[config.mk]
export PLATFORM = sky130hd
export DESIGN_NAME = fetch_unit_flat
export DESIGN_NICKNAME = d
export VERILOG_FILES = /design/src/rtl/fetch_unit_if.sv /design/src/rtl/fetch_unit.sv /design/src/flat_wrapper.sv
export SDC_FILE = /design/constraint.sdc
export NUM_CORES = 1
export LEC_CHECK = 0
export CAP_MARGIN = 40
export CORE_MARGIN = 1
export CORE_UTILIZATION = 40
export DETAILED_ROUTE_END_ITERATION = 8
export PLACE_DENSITY_LB_ADDON = 0.08
export REMOVE_ABC_BUFFERS = 1
export SLEW_MARGIN = 20
export SYNTH_ARGS = -nofsm -noshare
export SYNTH_HDL_FRONTEND = slang
export SYNTH_SLANG_ARGS = --single-unit
[constraint.sdc]
create_clock -name clk -period 11.95 [get_ports clk]
set_input_delay 2.39 -clock clk [delete_from_list [all_inputs] [get_ports clk]]
set_output_delay 2.39 -clock clk [all_outputs]
set_load 0.05 [all_outputs]
[src/rtl/fetch_unit_if.sv]
// Fetch-stage bus bundle: instruction memory port and decode handshake.
// master = fetch unit, slave = memory/decode side.
interface fetch_unit_if #(
  parameter int ADDR_W = 64
);
  logic              imem_req;
  logic [ADDR_W-1:0] imem_addr;
  logic              imem_gnt;
  logic              imem_rvalid;
  logic [0:63]       imem_rdata;
  logic              redirect;
  logic [ADDR_W-1:0] redirect_pc;
  logic              instr_valid;
  logic              instr_ready;
  logic [0:63]       instr;
  logic [ADDR_W-1:0] instr_pc;

  modport master (
    output imem_req,
    output imem_addr,
    input  imem_gnt,
    input  imem_rvalid,
    input  imem_rdata,
    input  redirect,
    input  redirect_pc,
    output instr_valid,
    input  instr_ready,
    output instr,
    output instr_pc
  );

  modport slave (
    input  imem_req,
    input  imem_addr,
    output imem_gnt,
    output imem_rvalid,
    output imem_rdata,
    output redirect,
    output redirect_pc,
    input  instr_valid,
    output instr_ready,
    input  instr,
    input  instr_pc
  );
endinterface

[src/rtl/fetch_unit.sv]
// Instruction fetch stage: PC, credit-gated memory reads, instruction
// buffer with registered head, redirect flush with stale-response drop.
module fetch_unit #(
  parameter int                ADDR_W    = 64,
  parameter logic [ADDR_W-1:0] RESET_PC  = '0,
  parameter int                BUF_DEPTH = 2
) (
  input  logic         clk,
  input  logic         n_rst,
  fetch_unit_if.master bus
);
  localparam int PW = $clog2(BUF_DEPTH);
  localparam int CW = PW + 1;
  localparam logic [CW:0] DEPTH = (CW+1)'(BUF_DEPTH);

  typedef enum logic [1:0] {
    S_START,
    S_RUN,
    S_FLUSH
  } state_e;

  state_e state_q, state_d;

  logic [ADDR_W-1:0] pc_q, pc_d;
  logic [ADDR_W-1:0] rpc_q, rpc_d;
  logic [CW-1:0]     out_q, out_d;
  logic [CW-1:0]     disc_q, disc_d;
  logic [CW-1:0]     cnt_q, cnt_d;
  logic [PW-1:0]     wr_q, wr_d;
  logic [PW-1:0]     rd_q, rd_d;
  logic              val_q, val_d;
  logic [0:63]       ins_q, ins_d;
  logic [ADDR_W-1:0] ipc_q, ipc_d;

  logic [ADDR_W-1:0] pcs_q [BUF_DEPTH];
  logic [0:63]       wrd_q [BUF_DEPTH];

  logic              req;
  logic              gnt;
  logic              rsp;
  logic              drop;
  logic              push;
  logic              pop;
  logic [CW:0]       occ;
  logic [CW-1:0]     left;
  logic [ADDR_W-1:0] tgt;

  assign tgt  = bus.redirect_pc & ~ADDR_W'(7);
  assign pop  = val_q & bus.instr_ready;
  assign rsp  = bus.imem_rvalid;
  // credit counts the head leaving this cycle as free
  assign occ  = {1'b0, out_q} + {1'b0, cnt_q}
              - (CW+1)'(pop);
  assign req  = (state_q == S_RUN)
              & ~bus.redirect
              & (occ < DEPTH);
  assign gnt  = req & bus.imem_gnt;
  assign drop = rsp & (disc_q != '0);
  assign push = rsp & ~drop & ~bus.redirect;
  assign left = cnt_q - CW'(pop);

  always_comb begin
    out_d   = out_q + CW'(gnt) - CW'(rsp);
    pc_d    = pc_q;
    rpc_d   = rpc_q;
    disc_d  = disc_q;
    state_d = state_q;
    if (gnt)  pc_d   = pc_q + ADDR_W'(8);
    if (push) rpc_d  = rpc_q + ADDR_W'(8);
    if (drop) disc_d = disc_q - CW'(1);
    if (bus.redirect) begin
      pc_d   = tgt;
      rpc_d  = tgt;
      disc_d = out_d;
    end
    unique case (state_q)
      S_START: state_d = bus.redirect ? S_START : S_RUN;
      default: state_d = (disc_d != '0) ? S_FLUSH : S_RUN;
    endcase
  end

  always_comb begin
    wr_d  = wr_q;
    rd_d  = rd_q;
    cnt_d = cnt_q;
    if (bus.redirect) begin
      wr_d  = '0;
      rd_d  = '0;
      cnt_d = '0;
    end else begin
      if (push) wr_d = wr_q + PW'(1);
      if (pop)  rd_d = rd_q + PW'(1);
      cnt_d = cnt_q + CW'(push) - CW'(pop);
    end
  end

  // next head: bypass the incoming word when the buffer drains to it
  always_comb begin
    val_d = ~bus.redirect & (cnt_d != '0);
    ins_d = ins_q;
    ipc_d = ipc_q;
    if (val_d) begin
      if (push && left == '0) begin
        ins_d = bus.imem_rdata;
        ipc_d = rpc_q;
      end else begin
        ins_d = wrd_q[rd_d];
        ipc_d = pcs_q[rd_d];
      end
    end
  end

  always_ff @(posedge clk) begin
    if (push) begin
      wrd_q[wr_q] <= bus.imem_rdata;
      pcs_q[wr_q] <= rpc_q;
    end
  end

  always_ff @(posedge clk or negedge n_rst) begin
    if (!n_rst) begin
      state_q <= S_START;
      pc_q    <= RESET_PC;
      rpc_q   <= RESET_PC;
      out_q   <= '0;
      disc_q  <= '0;
      cnt_q   <= '0;
      wr_q    <= '0;
      rd_q    <= '0;
      val_q   <= 1'b0;
      ins_q   <= '0;
      ipc_q   <= '0;
    end else begin
      state_q <= state_d;
      pc_q    <= pc_d;
      rpc_q   <= rpc_d;
      out_q   <= out_d;
      disc_q  <= disc_d;
      cnt_q   <= cnt_d;
      wr_q    <= wr_d;
      rd_q    <= rd_d;
      val_q   <= val_d;
      ins_q   <= ins_d;
      ipc_q   <= ipc_d;
    end
  end

  assign bus.imem_req    = req;
  assign bus.imem_addr   = pc_q;
  assign bus.instr_valid = val_q;
  assign bus.instr       = ins_q;
  assign bus.instr_pc    = ipc_q;

  a_rsp_owed: assert property (
    @(posedge clk) disable iff (!n_rst)
    bus.imem_rvalid |-> (out_q != '0));

  a_out_max: assert property (
    @(posedge clk) disable iff (!n_rst)
    out_q <= CW'(BUF_DEPTH));
endmodule

[src/flat_wrapper.sv]
// flat-port wrapper written by rule: the top's interface ports become plain ports
module fetch_unit_flat 
#(
  parameter int                ADDR_W    = 64,
  parameter logic [ADDR_W-1:0] RESET_PC  = '0,
  parameter int                BUF_DEPTH = 2
)
  (clk, n_rst, bus_imem_req, bus_imem_addr, bus_imem_gnt, bus_imem_rvalid, bus_imem_rdata, bus_redirect, bus_redirect_pc, bus_instr_valid, bus_instr_ready, bus_instr, bus_instr_pc);
  fetch_unit_if #(.ADDR_W(ADDR_W)) bus_i ();
  input  logic clk;
  input  logic n_rst;
  output wire logic [$bits(bus_i.imem_req)-1:0] bus_imem_req;
  output wire logic [$bits(bus_i.imem_addr)-1:0] bus_imem_addr;
  input wire logic [$bits(bus_i.imem_gnt)-1:0] bus_imem_gnt;
  input wire logic [$bits(bus_i.imem_rvalid)-1:0] bus_imem_rvalid;
  input wire logic [$bits(bus_i.imem_rdata)-1:0] bus_imem_rdata;
  input wire logic [$bits(bus_i.redirect)-1:0] bus_redirect;
  input wire logic [$bits(bus_i.redirect_pc)-1:0] bus_redirect_pc;
  output wire logic [$bits(bus_i.instr_valid)-1:0] bus_instr_valid;
  input wire logic [$bits(bus_i.instr_ready)-1:0] bus_instr_ready;
  output wire logic [$bits(bus_i.instr)-1:0] bus_instr;
  output wire logic [$bits(bus_i.instr_pc)-1:0] bus_instr_pc;
  assign bus_imem_req = bus_i.imem_req;
  assign bus_imem_addr = bus_i.imem_addr;
  assign bus_i.imem_gnt = bus_imem_gnt;
  assign bus_i.imem_rvalid = bus_imem_rvalid;
  assign bus_i.imem_rdata = bus_imem_rdata;
  assign bus_i.redirect = bus_redirect;
  assign bus_i.redirect_pc = bus_redirect_pc;
  assign bus_instr_valid = bus_i.instr_valid;
  assign bus_i.instr_ready = bus_instr_ready;
  assign bus_instr = bus_i.instr;
  assign bus_instr_pc = bus_i.instr_pc;
  fetch_unit #(.ADDR_W(ADDR_W), .RESET_PC(RESET_PC), .BUF_DEPTH(BUF_DEPTH)) u_core (.clk(clk), .n_rst(n_rst), .bus(bus_i));
endmodule
### Word level (Yosys, flattened, before mapping)

Memories as Yosys holds them, arrays and structs flattened.
Index checks and enable logic that the tools add are counted.

| word-level totals | value |
|---|---|
| word-level logic and storage cells | 63 |
| output and inout bits | 194 |
| latch bits | 0 |
| flip-flop bits (word level) | 267 |
| RAM bits | 256 |
| memories kept | 2 |
| ROM bits | 0 |

Memories:

| memory | depth | bits a word | rd ports | clocked after memory_dff | write ports | RTL line | RTL |
|---|---|---|---|---|---|---|---|
| u_core.pcs_q | 2 | 64 | 1 | 0 | 1 | fetch_unit.sv:35 | `logic [ADDR_W-1:0] pcs_q [BUF_DEPTH];` |
| u_core.wrd_q | 2 | 64 | 1 | 0 | 1 | fetch_unit.sv:36 | `logic [0:63] wrd_q [BUF_DEPTH];` |

| cells by class | value |
|---|---|
| $mul | 0 |
| divide/modulo/power cells | 0 |
| shift operators | 0 |
| $add $sub $neg | 12 |
| bitwise operators | 10 |
| reduce and logical (&&, ||, !) cells | 8 |
| magnitude comparators | 1 |
| equal/unequal tests | 1 |
| multiplexer cells | 18 |

Operator list:

| operator | count |
|---|---|
| two-way mux 64 bit | 6 |
| adder 64 x 4 -> 64 bit, second input constant | 2 |
| two-way mux 2 bit | 5 |
| nonzero test 2 bit | 5 |
| bitwise AND 1 bit | 8 |
| two-way mux 1 bit | 7 |
| subtractor 2 x 1 -> 2 bit | 3 |
| adder 2 x 1 -> 2 bit | 2 |
| logical NOT 2 bit | 2 |
| adder 2 x 2 -> 3 bit | 1 |
| < comparator 3 x 2 -> 1 bit, second input constant | 1 |
| subtractor 3 x 1 -> 3 bit | 1 |
| adder 1 bit, second input constant | 2 |
| == test 2 x 1 -> 1 bit, second input constant | 1 |
| NOT 1 bit | 2 |
| subtractor 2 x 1 -> 2 bit, second input constant | 1 |
| logical AND 1 bit | 1 |

### Logic depth before layout (Yosys ltp)

| depth | value |
|---|---|
| depth in word-level cells | 11 |
| gate-level depth with buffers | 14 |
| mapped depth without buffers | 12 |

### Least setup slack after synthesis

Ideal clock, no wire load.

| timing path | value |
|---|---|
| kind | input-to-reg |
| from | input bus_redirect |
| to | memory u_core.pcs_q[0][10] (enable) |
| stages on the path | 5 |
| data required time | 11.187 ns |
| path slack | -0.509 ns |
| buffers on the path | 4 |
| arrival time | 11.696 ns |
| library setup time | 0.763 ns |
| path through | buf_1 > clkbuf_1 > clkbuf_1 > clkbuf_1 > nor3_1 |

| between the ends | value |
|---|---|
| cells in the longest elaborated chain, start to end | 4 |

RTL lines:

| what | RTL line | RTL |
|---|---|---|
| start: declaration | flat_wrapper.sv:17 | `input wire logic [$bits(bus_i.redirect)-1:0] bus_redirect;` |
| NOT 1 bit | fetch_unit.sv:59 | `assign push = rsp & ~drop & ~bus.redirect;` |
| bitwise AND 1 bit | fetch_unit.sv:59 |  |
| two-way mux 1 bit | fetch_unit.sv:114 | `if (push) begin` |
| two-way mux 1 bit (implied by the code) | fetch_unit.sv:116 | `pcs_q[wr_q] <= rpc_q;` |
| end: declaration | fetch_unit.sv:35 |  |

No other way between the ends.

### Worst setup path in the final report

| timing path | value |
|---|---|
| from | input bus_instr_ready |
| to | output bus_imem_req |

| between the ends | value |
|---|---|
| cells in the longest elaborated chain, start to end | 4 |

RTL lines:

| what | RTL line | RTL |
|---|---|---|
| start: declaration | flat_wrapper.sv:20 | `input wire logic [$bits(bus_i.instr_ready)-1:0] bus_instr_ready;` |
| bitwise AND 1 bit | fetch_unit.sv:49 | `assign pop = val_q & bus.instr_ready;` |
| subtractor 3 x 1 -> 3 bit | fetch_unit.sv:53 | `- (CW+1)'(pop);` |
| < comparator 3 x 2 -> 1 bit | fetch_unit.sv:56 | `& (occ < DEPTH);` |
| bitwise AND 1 bit | fetch_unit.sv:56 |  |
| end: declaration | flat_wrapper.sv:12 | `output wire logic [$bits(bus_i.imem_req)-1:0] bus_imem_req;` |

No other way between the ends.

==> impl_metrics.ini <==
[status]
status = finished clean

[clocking]
cts_setup_buffers = 0
root_buffer = clkbuf_16
clk_pin_slew_ps = 50
clockBufferDepth = 3
postCtsResizedCells = 0
cts_hold_buf = 0
htreeDepth = 2
cts_buffers = 56
clkSinkCount = 508
worstSkewPairLatency_ps = 620
cts_tree = built

[global_routing]
grt_pass1_wl_um = 96080
grt_remaining_overflow = 0
grt_max_degree = 155
antenna_found_initial = 1
grtUsageTotal_pct = 21.80
grt_pass1_vias = 15782

[synth]
syn_area_mm2 = 0.02263
synthAdderAreaFrac_pct = 0.5308
yosysTopAreaCell = edfxtp_1
muxShareOfSynthArea_pct = 12.36
async_reset_ff_share_pct = 50.79
synth_most_common_cell = dfrtp_1
yosys_warnings = 0
synth-simple-area-share_pct = 12.10
ys_top_cells_by_count = dfrtp_1 (258), edfxtp_1 (250), nand2_1 (231)
synth_compound_area_share_pct = 8.643
syn_avg_cell_area_um2 = 12.20
ys_types = 65
synth_top_area_share_pct = 33.18
synth.area.top_cells = edfxtp_1 (33%), dfrtp_1 (29%), mux2_2 (6.6%)
synthFlopType = dfrtp_1
synth-edff-count = 250
ys_seq_area_share_pct = 61.71
synth_top_family_by_area = multiplexers
synth_xor_area_share_pct = 2.051
synth_cells = 1854
synth_seq_cells = 508

[cells_and_area]
n_fill_cell = 5005
final_net_count = 2303
syn_to_final_growth_pct = 25.99
fin_area_mm2 = 0.02851
diodes = 0
drive_above_1_share_pct = 12.18

[floorplan]
dieHeight_um = 239.8
dieWidth_um = 239.8
fp.dieArea_mm2 = 0.05753
io_pins = 328
core_area_mm2 = 0.05552
start_util_pct = 40.75
rows = 86

[routing]
postRouteAntennaNets = 0
drc = 0
wl_per_cell_um = 21.30
firstDrtPassIters = 5
vias = 16087
routed_wl_um = 62970
avgViaCountPerCell = 5.442
drt_iter0_markers = 883

[critical_path]
path_buf_inv = 2
worstRegToRegCells = 12
cp.depth = 8
r2r_slack_ps = 8160
crit_fanout = 5
r2r-start = u_core.cnt_q[1]
crit_required_ps = 9560
cp-end-kind = output pin
max_stage_delay_ps = 810
crit_path_start = bus_instr_ready
path_cells = clkdlybuf4s50_1 > nand2_1 > xnor2_1 > nand2_1 > fa_1 > nor4bb_1 > and2_1 > clkdlybuf4s50_1
rr_endpoint = u_core.state_q[1]
crit_path_start_kind = input pin
worstSetupEndpoint = bus_imem_req
path_class = input pin to output pin
cp_top_family = buffers and inverters
worstPathArrival_ps = 5340
cpMaxStageDelayCell = clkdlybuf4s50_1

[power_and_ir_drop]
p_int_mw = 4.086
power_switching_share_pct = 37.94
combPwrFrac_pct = 38.2
p_leak_nw = 9.965
pwr-share-seq_pct = 37.0
clockPowerShare_pct = 24.8
ir_drop_v = 0.0001180
switchingPower_mw = 2.498
p_per_area_mw_per_mm2 = 230.9

[placed_design]
dp_hpwl_um = 41790
place_area_mm2 = 0.02675
place_congestion = 0.8304
numPortBuffers = 318

[min_path]
hp-class = flip-flop to flip-flop
hold_depth = 1

[sta]
fmax_mhz = 129.4
final_max_slew_viol_count = 0
finalHoldViolations = 0
rsz0062_at_grt = no
setup_viol = 0
period_needed_ps = 7726
skew_ps = 23.87
post-route-period-util_pct = 64.65
tns_ps = 0
slew_headroom_pct = 36.25
worstMarginPinSlew_ps = 956.2
finalHoldWorstSlack_ps = 501.1

[run]
cap_violations = 0
[worst min path at each step]
stage                            start                      end
2_1_floorplan         u_core.rpc_q[63]      u_core.pcs_q[0][63]
3_3_place_gp      u_core.bus.instr[24]     u_core.bus.instr[24]
5_1_grt           u_core.bus.instr[48]     u_core.bus.instr[48]
6_report       u_core.bus.instr_pc[27]  u_core.bus.instr_pc[27]
3_5_place_dp      u_core.bus.instr[14]     u_core.bus.instr[14]
4_1_cts           u_core.bus.instr[48]     u_core.bus.instr[48]
[placed cells by master, fill, tap and decap left out, drive strengths merged, types with 26 or more instances in the layout]
master         count
a31oi             27
buf               37
clkbuf            84
clkdlybuf4s50    316
dfrtp            258
edfxtp           250
inv               29
mux2             132
mux2i            131
nand2            231
nand3             77
nand4             49
nor2              53
o211ai            28
o21ai            194
o311ai            26
xnor2             40
[per-layer routing]
metal	track usage (%)	part of all wire, %
met1	30.87	46
met4	4.613	1.6
met5	0	0.021
met3	4.875	6.4
met2	34.18	46
[power groups by stage]
stage	sequential, mW	combinational (mW)	clock, mW
floorplan	3.31	0.921	0
global placement	2.46	2.49	0
detailed placement	2.47	2.54	0
CTS	2.44	2.55	1.68
global route	2.48	2.66	1.74
finish	2.44	2.52	1.63
[flip-flops by register name, summed over array words and instances (netlist names)]
signal / cells
u_core.bus.imem_addr: 61
u_core.bus.instr: 64
u_core.bus.instr_pc: 61
u_core.bus.instr_valid: 1
u_core.cnt_q: 2
u_core.disc_q: 2
u_core.out_q: 2
u_core.pcs_q: 122
u_core.rd_q: 1
u_core.rpc_q: 61
u_core.state_q: 2
u_core.wr_q: 1
u_core.wrd_q: 128
[per-stage QoR]
stage | utilization [%] | setup WS [ps] | instances | power (mW)
2_1_floorplan | - | -9450 | 1747 | 4.228
3_3_place_gp | 47.79 | 4300 | 2838 | 4.950
3_5_place_dp | 48.17 | 4249 | 2847 | 5.014
4_1_cts | 51.29 | 4246 | 2953 | 6.670
5_1_grt | 51.35 | 4113 | 2956 | 6.892
6_report | 51.35 | 4224 | 2956 | 6.584
[cell type report]
| cell class | instances | area (um2) | area share [%] |
|---|---|---|---|
| clock buffers | 82 | 1559 | 5.469 |
| clock inverters | 24 | 171.4 | 0.6013 |
| inverters | 28 | 105.1 | 0.3687 |
| multi-input cells | 1211 | 8143 | 28.56 |
| flip-flops and latches | 508 | 13960 | 48.98 |
| well taps | 748 | 935.9 | 3.283 |
| repair buffers | 355 | 3631 | 12.74 |
[logic make-up after synthesis]
kind of cell,after synthesis
and+or+nand+nor,555
DFF,508
AOI/OAI and AO/OA,325
muxes,263
buffers and inverters,140
xor gates and xnor gates,53
adders and majority gates,9
other,1
Note: power is estimated with default switching activity, not from simulation.
